**config.mk**
```make
export PLATFORM = sky130hd
export DESIGN_NAME = gray_scale_pipe
export DESIGN_NICKNAME = d
export VERILOG_FILES = /design/src/rtl/gray_scale_pipe.sv
export SDC_FILE = /design/constraint.sdc
export NUM_CORES = 1
export LEC_CHECK = 0
export CAP_MARGIN = 20
export CORE_MARGIN = 1
export CORE_UTILIZATION = 49
export DETAILED_ROUTE_END_ITERATION = 10
export GPL_ROUTABILITY_DRIVEN = 0
export PLACE_DENSITY = 0.71
export SLEW_MARGIN = 20
export SYNTH_ARGS = -nofsm -noshare
export SYNTH_HDL_FRONTEND = slang
export SYNTH_SLANG_ARGS = --single-unit
```
**constraint.sdc**
```tcl
create_clock -name clk_i -period 5.05 [get_ports clk_i]
set_input_delay 1.2625 -clock clk_i [delete_from_list [all_inputs] [get_ports clk_i]]
set_output_delay 1.2625 -clock clk_i [all_outputs]
set_load 0.02 [all_outputs]
```
**src/rtl/gray_scale_pipe.sv**
```systemverilog
// Three-stage streaming RGB->gray converter (expand, weight, round/saturate) with a start/drain FSM.
// Optional runtime coefficients for mode 3 are enabled by defining CUSTOM_COEF_EN.
module gray_scale_pipe #(
    parameter int unsigned R_BITS    = 5,
    parameter int unsigned G_BITS    = 5,
    parameter int unsigned B_BITS    = 5,
    parameter int unsigned OUT_BITS  = 8,
    parameter int unsigned COEF_BITS = 8
) (
    input  logic                               clk_i,
    input  logic                               reset_i,
    input  logic                               start_i,
    input  logic                               in_valid_i,
    output logic                               in_ready_o,
    input  logic [R_BITS+G_BITS+B_BITS-1:0]    in_px_rgb_i,
    input  logic [1:0]                         in_mode_i,
    input  logic                               in_last_i,
`ifdef CUSTOM_COEF_EN
    input  logic [COEF_BITS-1:0]               coef_r_i,
    input  logic [COEF_BITS-1:0]               coef_g_i,
    input  logic [COEF_BITS-1:0]               coef_b_i,
`endif
    output logic                               out_valid_o,
    input  logic                               out_ready_i,
    output logic [OUT_BITS-1:0]                out_px_gray_o,
    output logic                               out_last_o,
    output logic                               busy_o
);

    localparam int unsigned PX_W   = R_BITS + G_BITS + B_BITS;
    localparam int unsigned PROD_W = OUT_BITS + COEF_BITS;
    localparam int unsigned SUM_W  = PROD_W + 2;

    typedef enum logic [1:0] {IDLE, RUN, DRAIN} state_e;

    // Rescale an 8-bit-reference weight to COEF_BITS with round-to-nearest.
    function automatic logic [COEF_BITS-1:0] scale_coef(input int unsigned w8);
        return COEF_BITS'((w8 * (32'd1 << COEF_BITS) + 32'd128) / 32'd256);
    endfunction

    localparam logic [COEF_BITS-1:0] C601_R = scale_coef(77);
    localparam logic [COEF_BITS-1:0] C601_G = scale_coef(150);
    localparam logic [COEF_BITS-1:0] C601_B = scale_coef(29);
    localparam logic [COEF_BITS-1:0] C709_R = scale_coef(54);
    localparam logic [COEF_BITS-1:0] C709_G = scale_coef(183);
    localparam logic [COEF_BITS-1:0] C709_B = scale_coef(19);
    localparam logic [COEF_BITS-1:0] CAVG_R = scale_coef(85);
    localparam logic [COEF_BITS-1:0] CAVG_G = scale_coef(86);
    localparam logic [COEF_BITS-1:0] CAVG_B = scale_coef(85);

    localparam logic [SUM_W-1:0] ROUND_C  = SUM_W'(1) << (COEF_BITS - 1);
    localparam logic [SUM_W-1:0] GRAY_MAX = SUM_W'((64'd1 << OUT_BITS) - 64'd1);

    state_e                state_q, state_d;
    logic                  busy_q, busy_d;
    logic                  v1_q, v1_d, v2_q, v2_d, v3_q, v3_d;
    logic [OUT_BITS-1:0]   r1_q, r1_d, g1_q, g1_d, b1_q, b1_d;
    logic [1:0]            mode1_q, mode1_d;
    logic                  last1_q, last1_d, last2_q, last2_d, last3_q, last3_d;
    logic [PROD_W-1:0]     rp2_q, rp2_d, gp2_q, gp2_d, bp2_q, bp2_d;
    logic [OUT_BITS-1:0]   gray3_q, gray3_d;
`ifdef CUSTOM_COEF_EN
    logic [COEF_BITS-1:0]  cr1_q, cr1_d, cg1_q, cg1_d, cb1_q, cb1_d;
`endif

    logic                  load1_c, load2_c, load3_c, in_ready_c, take_c;
    logic [R_BITS-1:0]     r_in_c;
    logic [G_BITS-1:0]     g_in_c;
    logic [B_BITS-1:0]     b_in_c;
    logic [OUT_BITS-1:0]   r_exp_c, g_exp_c, b_exp_c;
    logic [COEF_BITS-1:0]  cr_c, cg_c, cb_c;
    logic [SUM_W-1:0]      sum_c, shifted_c;
    logic [OUT_BITS-1:0]   gray_c;

    assign r_in_c = in_px_rgb_i[PX_W-1 -: R_BITS];
    assign g_in_c = in_px_rgb_i[B_BITS +: G_BITS];
    assign b_in_c = in_px_rgb_i[B_BITS-1:0];

    // MSB-aligned bit replication: full-scale input maps to full-scale output.
    for (genvar i = 0; i < OUT_BITS; i++) begin : g_exp
        assign r_exp_c[OUT_BITS-1-i] = r_in_c[R_BITS-1-(i % R_BITS)];
        assign g_exp_c[OUT_BITS-1-i] = g_in_c[G_BITS-1-(i % G_BITS)];
        assign b_exp_c[OUT_BITS-1-i] = b_in_c[B_BITS-1-(i % B_BITS)];
    end

    always_comb begin
        load3_c    = !v3_q || out_ready_i;
        load2_c    = !v2_q || load3_c;
        load1_c    = !v1_q || load2_c;
        in_ready_c = (state_q == RUN) && load1_c;
        take_c     = in_valid_i && in_ready_c;
    end

    assign in_ready_o = in_ready_c;

    always_comb begin
        cr_c = C601_R;
        cg_c = C601_G;
        cb_c = C601_B;
        case (mode1_q)
            2'd1: begin cr_c = C709_R; cg_c = C709_G; cb_c = C709_B; end
            2'd2: begin cr_c = CAVG_R; cg_c = CAVG_G; cb_c = CAVG_B; end
`ifdef CUSTOM_COEF_EN
            2'd3: begin cr_c = cr1_q;  cg_c = cg1_q;  cb_c = cb1_q;  end
`endif
            default: ;
        endcase
    end

    // Sum is two bits wider than a product, so three products plus rounding never wrap.
    always_comb begin
        sum_c     = SUM_W'(rp2_q) + SUM_W'(gp2_q) + SUM_W'(bp2_q) + ROUND_C;
        shifted_c = sum_c >> COEF_BITS;
        gray_c    = (shifted_c > GRAY_MAX) ? '1 : OUT_BITS'(shifted_c);
    end

    always_comb begin
        state_d = state_q;
        v1_d = v1_q;     v2_d = v2_q;     v3_d = v3_q;
        r1_d = r1_q;     g1_d = g1_q;     b1_d = b1_q;
        mode1_d = mode1_q;
        last1_d = last1_q; last2_d = last2_q; last3_d = last3_q;
        rp2_d = rp2_q;   gp2_d = gp2_q;   bp2_d = bp2_q;
        gray3_d = gray3_q;
`ifdef CUSTOM_COEF_EN
        cr1_d = cr1_q;   cg1_d = cg1_q;   cb1_d = cb1_q;
`endif

        case (state_q)
            IDLE:    if (start_i) state_d = RUN;
            RUN:     if (!start_i) state_d = DRAIN;
            DRAIN: begin
                if (start_i)                   state_d = RUN;
                else if (!(v1_q || v2_q || v3_q)) state_d = IDLE;
            end
            default: state_d = IDLE;
        endcase
        busy_d = (state_d != IDLE);

        if (load1_c) begin
            v1_d = take_c;
            if (take_c) begin
                r1_d = r_exp_c; g1_d = g_exp_c; b1_d = b_exp_c;
                mode1_d = in_mode_i;
                last1_d = in_last_i;
`ifdef CUSTOM_COEF_EN
                cr1_d = coef_r_i; cg1_d = coef_g_i; cb1_d = coef_b_i;
`endif
            end
        end
        if (load2_c) begin
            v2_d = v1_q;
            if (v1_q) begin
                rp2_d = PROD_W'(r1_q) * PROD_W'(cr_c);
                gp2_d = PROD_W'(g1_q) * PROD_W'(cg_c);
                bp2_d = PROD_W'(b1_q) * PROD_W'(cb_c);
                last2_d = last1_q;
            end
        end
        if (load3_c) begin
            v3_d = v2_q;
            if (v2_q) begin
                gray3_d = gray_c;
                last3_d = last2_q;
            end
        end
    end

    always_ff @(posedge clk_i) begin
        if (reset_i) begin
            state_q <= IDLE;
            busy_q  <= 1'b0;
            v1_q <= 1'b0;  v2_q <= 1'b0;  v3_q <= 1'b0;
            r1_q <= '0;    g1_q <= '0;    b1_q <= '0;
            mode1_q <= '0;
            last1_q <= 1'b0; last2_q <= 1'b0; last3_q <= 1'b0;
            rp2_q <= '0;   gp2_q <= '0;   bp2_q <= '0;
            gray3_q <= '0;
`ifdef CUSTOM_COEF_EN
            cr1_q <= '0;   cg1_q <= '0;   cb1_q <= '0;
`endif
        end else begin
            state_q <= state_d;
            busy_q  <= busy_d;
            v1_q <= v1_d;  v2_q <= v2_d;  v3_q <= v3_d;
            r1_q <= r1_d;  g1_q <= g1_d;  b1_q <= b1_d;
            mode1_q <= mode1_d;
            last1_q <= last1_d; last2_q <= last2_d; last3_q <= last3_d;
            rp2_q <= rp2_d; gp2_q <= gp2_d; bp2_q <= bp2_d;
            gray3_q <= gray3_d;
`ifdef CUSTOM_COEF_EN
            cr1_q <= cr1_d; cg1_q <= cg1_d; cb1_q <= cb1_d;
`endif
        end
    end

    assign out_valid_o   = v3_q;
    assign out_px_gray_o = gray3_q;
    assign out_last_o    = last3_q;
    assign busy_o        = busy_q;

endmodule

```
Word-level counts from Yosys, hierarchy flattened
Cells that the tools add are included.

cells by class
  $add $sub $neg = 3
  multipliers = 3
  div/mod/pow operators = 0
  magnitude comparators = 1
  equal/unequal tests = 4
  shift operators = 0
  multiplexer cells = 9
  bitwise operators = 0
  reductions and logical operators = 15

operator list
  operator                                                               number
  8-bit by 8-bit multiplier with 16-bit output                           3
  7-bit one-hot mux with 2 select lines                                  2
  17-bit by 16-bit adder with 18-bit output                              1
  18-bit by 8-bit adder with 18-bit output, second input constant        1
  16-bit by 16-bit adder with 17-bit output                              1
  8-bit one-hot mux with 2 select lines                                  1
  10-bit by 8-bit > comparator with 1-bit output, second input constant  1
  2-bit two-way mux                                                      4
  8-bit two-way mux                                                      1
  2-bit one-hot mux with 3 select lines                                  1
  2-bit AND reduction                                                    3
  1-bit logical OR                                                       5
  2-bit by 1-bit == test with 1-bit output, second input constant        2
  2-bit == test, second input constant                                   2
  1-bit logical NOT                                                      3
  1-bit logical AND                                                      2
  2-bit logical NOT                                                      1
  2-bit nonzero test                                                     1

storage, ports and cells
  bits in registers = 91
  bits in latches = 0
  bits in writable memories = 0
  ROM bits = 0
  input port bits = 23
  output and inout bits = 12
  logic and storage cells = 51
  memories = 0

Longest topological paths before layout
  word-level depth = 7
  mapped depth = 20
  depth with buffers taken out = 19

Worst setup path after synthesis
No wires, ideal clock.

  kind = flip-flop to flip-flop
  from = reg mode1_q[0]
  to = reg bp2_q[15]
  library setup time = 0.133 ns
  data arrival time = 4.696 ns
  required time = 4.917 ns
  path slack = 0.221 ns
  stages on the path, launching flop included = 16
  buffers on the path = 1
  period minus slack after synthesis = 4.829 ns
  cells stage by stage = dfxtp_1 -> inv_1 -> ha_1 -> clkbuf_1 -> nand2_1 -> fa_1 -> fa_1 -> fa_1 -> fa_1 -> inv_1 -> ha_1 -> or4_1 -> a21oi_1 -> o31ai_1 -> a2111oi_0 -> nor4_1

between the ends
  cells in the longest elaborated chain, start to end = 3
  elaborated cells on any way between the ends = 4
  classes of those cells = mul (1); eq/ne (2); mux (1)

ends and longest elaborated chain
  element                                                                    RTL line  text
  from (decl)                                                                58        logic [1:0] mode1_q, mode1_d;
  from (signal assigned)                                                     187       mode1_q <= mode1_d;
  2-bit == test or 2-bit by 1-bit == test with 1-bit output (tied branches)  100       case (mode1_q)
  7-bit one-hot mux with 2 select lines *                                    100
  8-bit by 8-bit multiplier with 16-bit output *                             156       bp2_d = PROD_W'(b1_q) * PROD_W'(cb_c);
  to (signal assigned)                                                       189       rp2_q <= rp2_d; gp2_q <= gp2_d; bp2_q <= bp2_d;
  to (decl)                                                                  60        logic [PROD_W-1:0] rp2_q, rp2_d, gp2_q, gp2_d, bp2_q, bp2_d;

Mark *: on every way between the ends. The rest lies on a longest branch, timed or not.
A chain may end at the register's enable or synchronous reset.

Worst setup path after layout
  from = reg mode1_q[1]
  to = reg gp2_q[15]

between the ends
  cells in the longest elaborated chain, start to end = 3
  elaborated cells on any way between the ends = 4
  classes of those cells = mul (1); eq/ne (2); mux (1)

ends and longest elaborated chain
  element                                                                    RTL line  text
  2-bit == test or 2-bit by 1-bit == test with 1-bit output (tied branches)  100
  8-bit one-hot mux with 2 select lines *                                    100
  8-bit by 8-bit multiplier with 16-bit output *                             155       gp2_d = PROD_W'(g1_q) * PROD_W'(cg_c);
  to (signal assigned)                                                       189
  to (decl)                                                                  60

Marks and branches as above.

==> results.txt <==
Final Hold Violating Endpoints = 0
Worst-path clk slew = 0.07 ns
Critical path type = reg2reg
Die Ht = 138 um
Slew @ Worst Pin = 0.785 ns
Post-Synthesis Net Count = 1,344
Area grow syn2layout = 11.2%
Final clock period utilization by the worst path = 96.5%
Synth Flop Type = dfxtp_1
I/O pins = 35
Mapped Cells = 1,081
Antenna violations before repair = 0
Pre-antenna DRT Iters = 8
Row Count = 49
Fin Clk Skew = 0.0106 ns
GRT overflow = 0
Worst path required time = 5.32 ns
Maximum vdd drop = 0.176 mV
Final core utilization = 55.8%
Worst setup EP type = register
Mapped Area = 9080 um2
Commonest cells in the netlist = inv_1, ha_1, nand2_1
Critical Path Start Type = register
Synth area leader = ha_1
Clock tree root driver cell = clkbuf_16
Total track usage = 22.8%
EDFF count, synth = 0
Met2 GRT Util = 37.4%
Final Critical Period = 4.87 ns
Core area = 18,100 um2
Crit path arrival time = 5.15 ns
Slew headroom = 47.5%
Initial Utilization = 50.2%
Max cap viols = 0
Synthesized area per cell = 8.40 um2
Failing checks = design-rule violations
Routed length per instance = 15.2 um
Placed insts = 1,327
Inserted Clock Buffers = 9
FMAX = 205 MHz
Seq cells post-synth = 82
Unique masters post-synth = 55
First-iteration detailed-routing DRC count = 395
Drt total wl = 20,400 um
Post-route ant nets = 0
Final Max Tran Viols = 0
DIE AREA = 19,100 um2
Final setup vio count = 0
Pleak = 0.00515 uW
DRC violations left = 6
Fraction of layout instances using a drive strength above 1 = 4.74%
GR Util met1 = 31.5%
Crit Path Max Fanout = 9
Port buffer count = 34
First-pass GRT wire length = 34,900 um
Largest net degree at the start of global routing = 58
GR peak layer = met2
Run status = finished, violations left
# H-tree levels = 3
Setup_tns = 0 ns
Worst skew pair latency = 0.36 ns
Hold Path Class = reg2reg
Warnings, synthesis = 0
Net count reported at finish = 1,375
Clock Sinks = 82
Vias in the first global route = 7,091
Top cell type's share of synthesized area = 20.7%
Total number of vias = 7,118
Clock buffer depth = 2
GR Layer Usage met3 = 3.22%
Chip width = 138 um
Seq/Total Area, Yosys = 18.1%
Top post-synthesis cells by area = ha_1, fa_1, dfxtp_1, inv_1, nand2_1
Pwr dens = 167 nW/um2
Count leader, synth = inv_1
CTS tree = built
Vias per cell = 5.29
Detailed Place HPWL = 16,400 um
Cell Count, Final, Fillers Out = 1,346
Async SR Flop Fraction = 0%
Number of diodes = 0
[cell type report]
cell class              instances  area (um2)
fillers                      1652        7990
multi-input cells             744        6540
flip-flops and latches         82        1650
inverters                     224         841
repair buffers                 51         463
well taps                     229         287
clock buffers                   9         225
clock inverters                 7        95.1
[sequential cells by signal, indices dropped and copies added, names as in the netlist]
name	count
bp2_q	16
gp2_q	16
rp2_q	16
out_px_gray_o	8
b1_q	5
g1_q	5
r1_q	5
mode1_q	2
state_q	2
busy_o	1
last1_q	1
last2_q	1
out_last_o	1
out_valid_o	1
v1_q	1
v2_q	1
[power breakdown]
| part | internal, uW | total, uW | switching (uW) |
|---|---|---|---|
| clock | 398 | 723 | 325 |
| combinational | 119 | 292 | 173 |
| sequential | 658 | 671 | 13.1 |
[metrics by stage]
step	setup slack (ns)	total power (uW)	hold slack, ns	instance area [um2]
5_1_grt	-0.0345	1770	0.476	10100
3_3_place_gp	0.142	965	0.439	9680
4_1_cts	0.0303	1690	0.454	10000
3_5_place_dp	-0.0414	971	0.444	9680
6_report	0.176	1690	0.455	10100
2_1_floorplan	0.221	884	0.432	9080
[per-layer routing]
layer  vias to the layer above  wire length [um]  part of all wire (%)
met5                         -                 0                     0
met4                         0               392                   1.9
met3                        28               667                   3.3
met2                       134              9380                    46
met1                      3359             10000                    49
li1                       3597                 -                     -
[critical path, stage by stage (launching register included)]
cell	delay, ns
dfxtp_4	0.36
inv_1	0.07
ha_4	0.19
buf_4	0.17
and2_4	0.18
fa_1	0.56
inv_1	0.06
fa_1	0.47
inv_1	0.05
fa_1	0.47
inv_1	0.05
fa_1	0.47
inv_1	0.04
ha_1	0.29
o21a_2	0.17
o31ai_1	0.09
a211o_1	0.31
and3_1	0.17
or3_1	0.39
a311oi_2	0.24
[logic make-up after synthesis]
logic type,share of synthesized area [%]
mux,0.551
buf+inv,10.6
compound gates,12.8
fa+ha+maj,40.5
simple gates,15.6
xor+xnor,1.83
flops,18.1
[repair_timing]
action | CTS | global route
setup endpoints to repair | 2 | 9
pin swaps | 0 | 3
setup buffers | 0 | 3
hold buffers | 0 | 0
gates resized for setup | 3 | 17
[placed cells by master, fill, tap and decap left out, drive strengths merged, types with 3 or more instances in the layout]
master,instances
a211oi,18
a21o,16
dfxtp,82
ha,150
xnor2,10
fa,90
nand3,13
o311ai,6
a21oi,71
clkdlybuf4s50,33
a2111oi,4
nand4,3
a31oi,10
o31ai,4
o21bai,5
o21ai,24
o21a,10
and2,21
nor2,53
inv,226
mux2i,5
nand3b,6
or3,4
nor4,3
nor4b,6
clkbuf,9
nand2b,14
nor2b,8
and3,13
xor2,9
nand2,122
or4,3
nor3,20
buf,18
[final timing paths]
| path | startpoint | to | slack, ns | cells past startpoint |
|---|---|---|---|---|
| min | gp2_q[6]$_SDFFE_PP0P_ | gp2_q[6]$_SDFFE_PP0P_ | 0.46 | 2 |
| min reg2reg | gp2_q[6]$_SDFFE_PP0P_ | gp2_q[6]$_SDFFE_PP0P_ | 0.46 | 2 |
| max | mode1_q[1]$_SDFFE_PP0P_ | gp2_q[15]$_SDFFE_PP0P_ | 0.18 | 19 |
| max reg2reg | mode1_q[1]$_SDFFE_PP0P_ | gp2_q[15]$_SDFFE_PP0P_ | 0.18 | 19 |
Note: power is estimated with default switching activity, not from simulation.
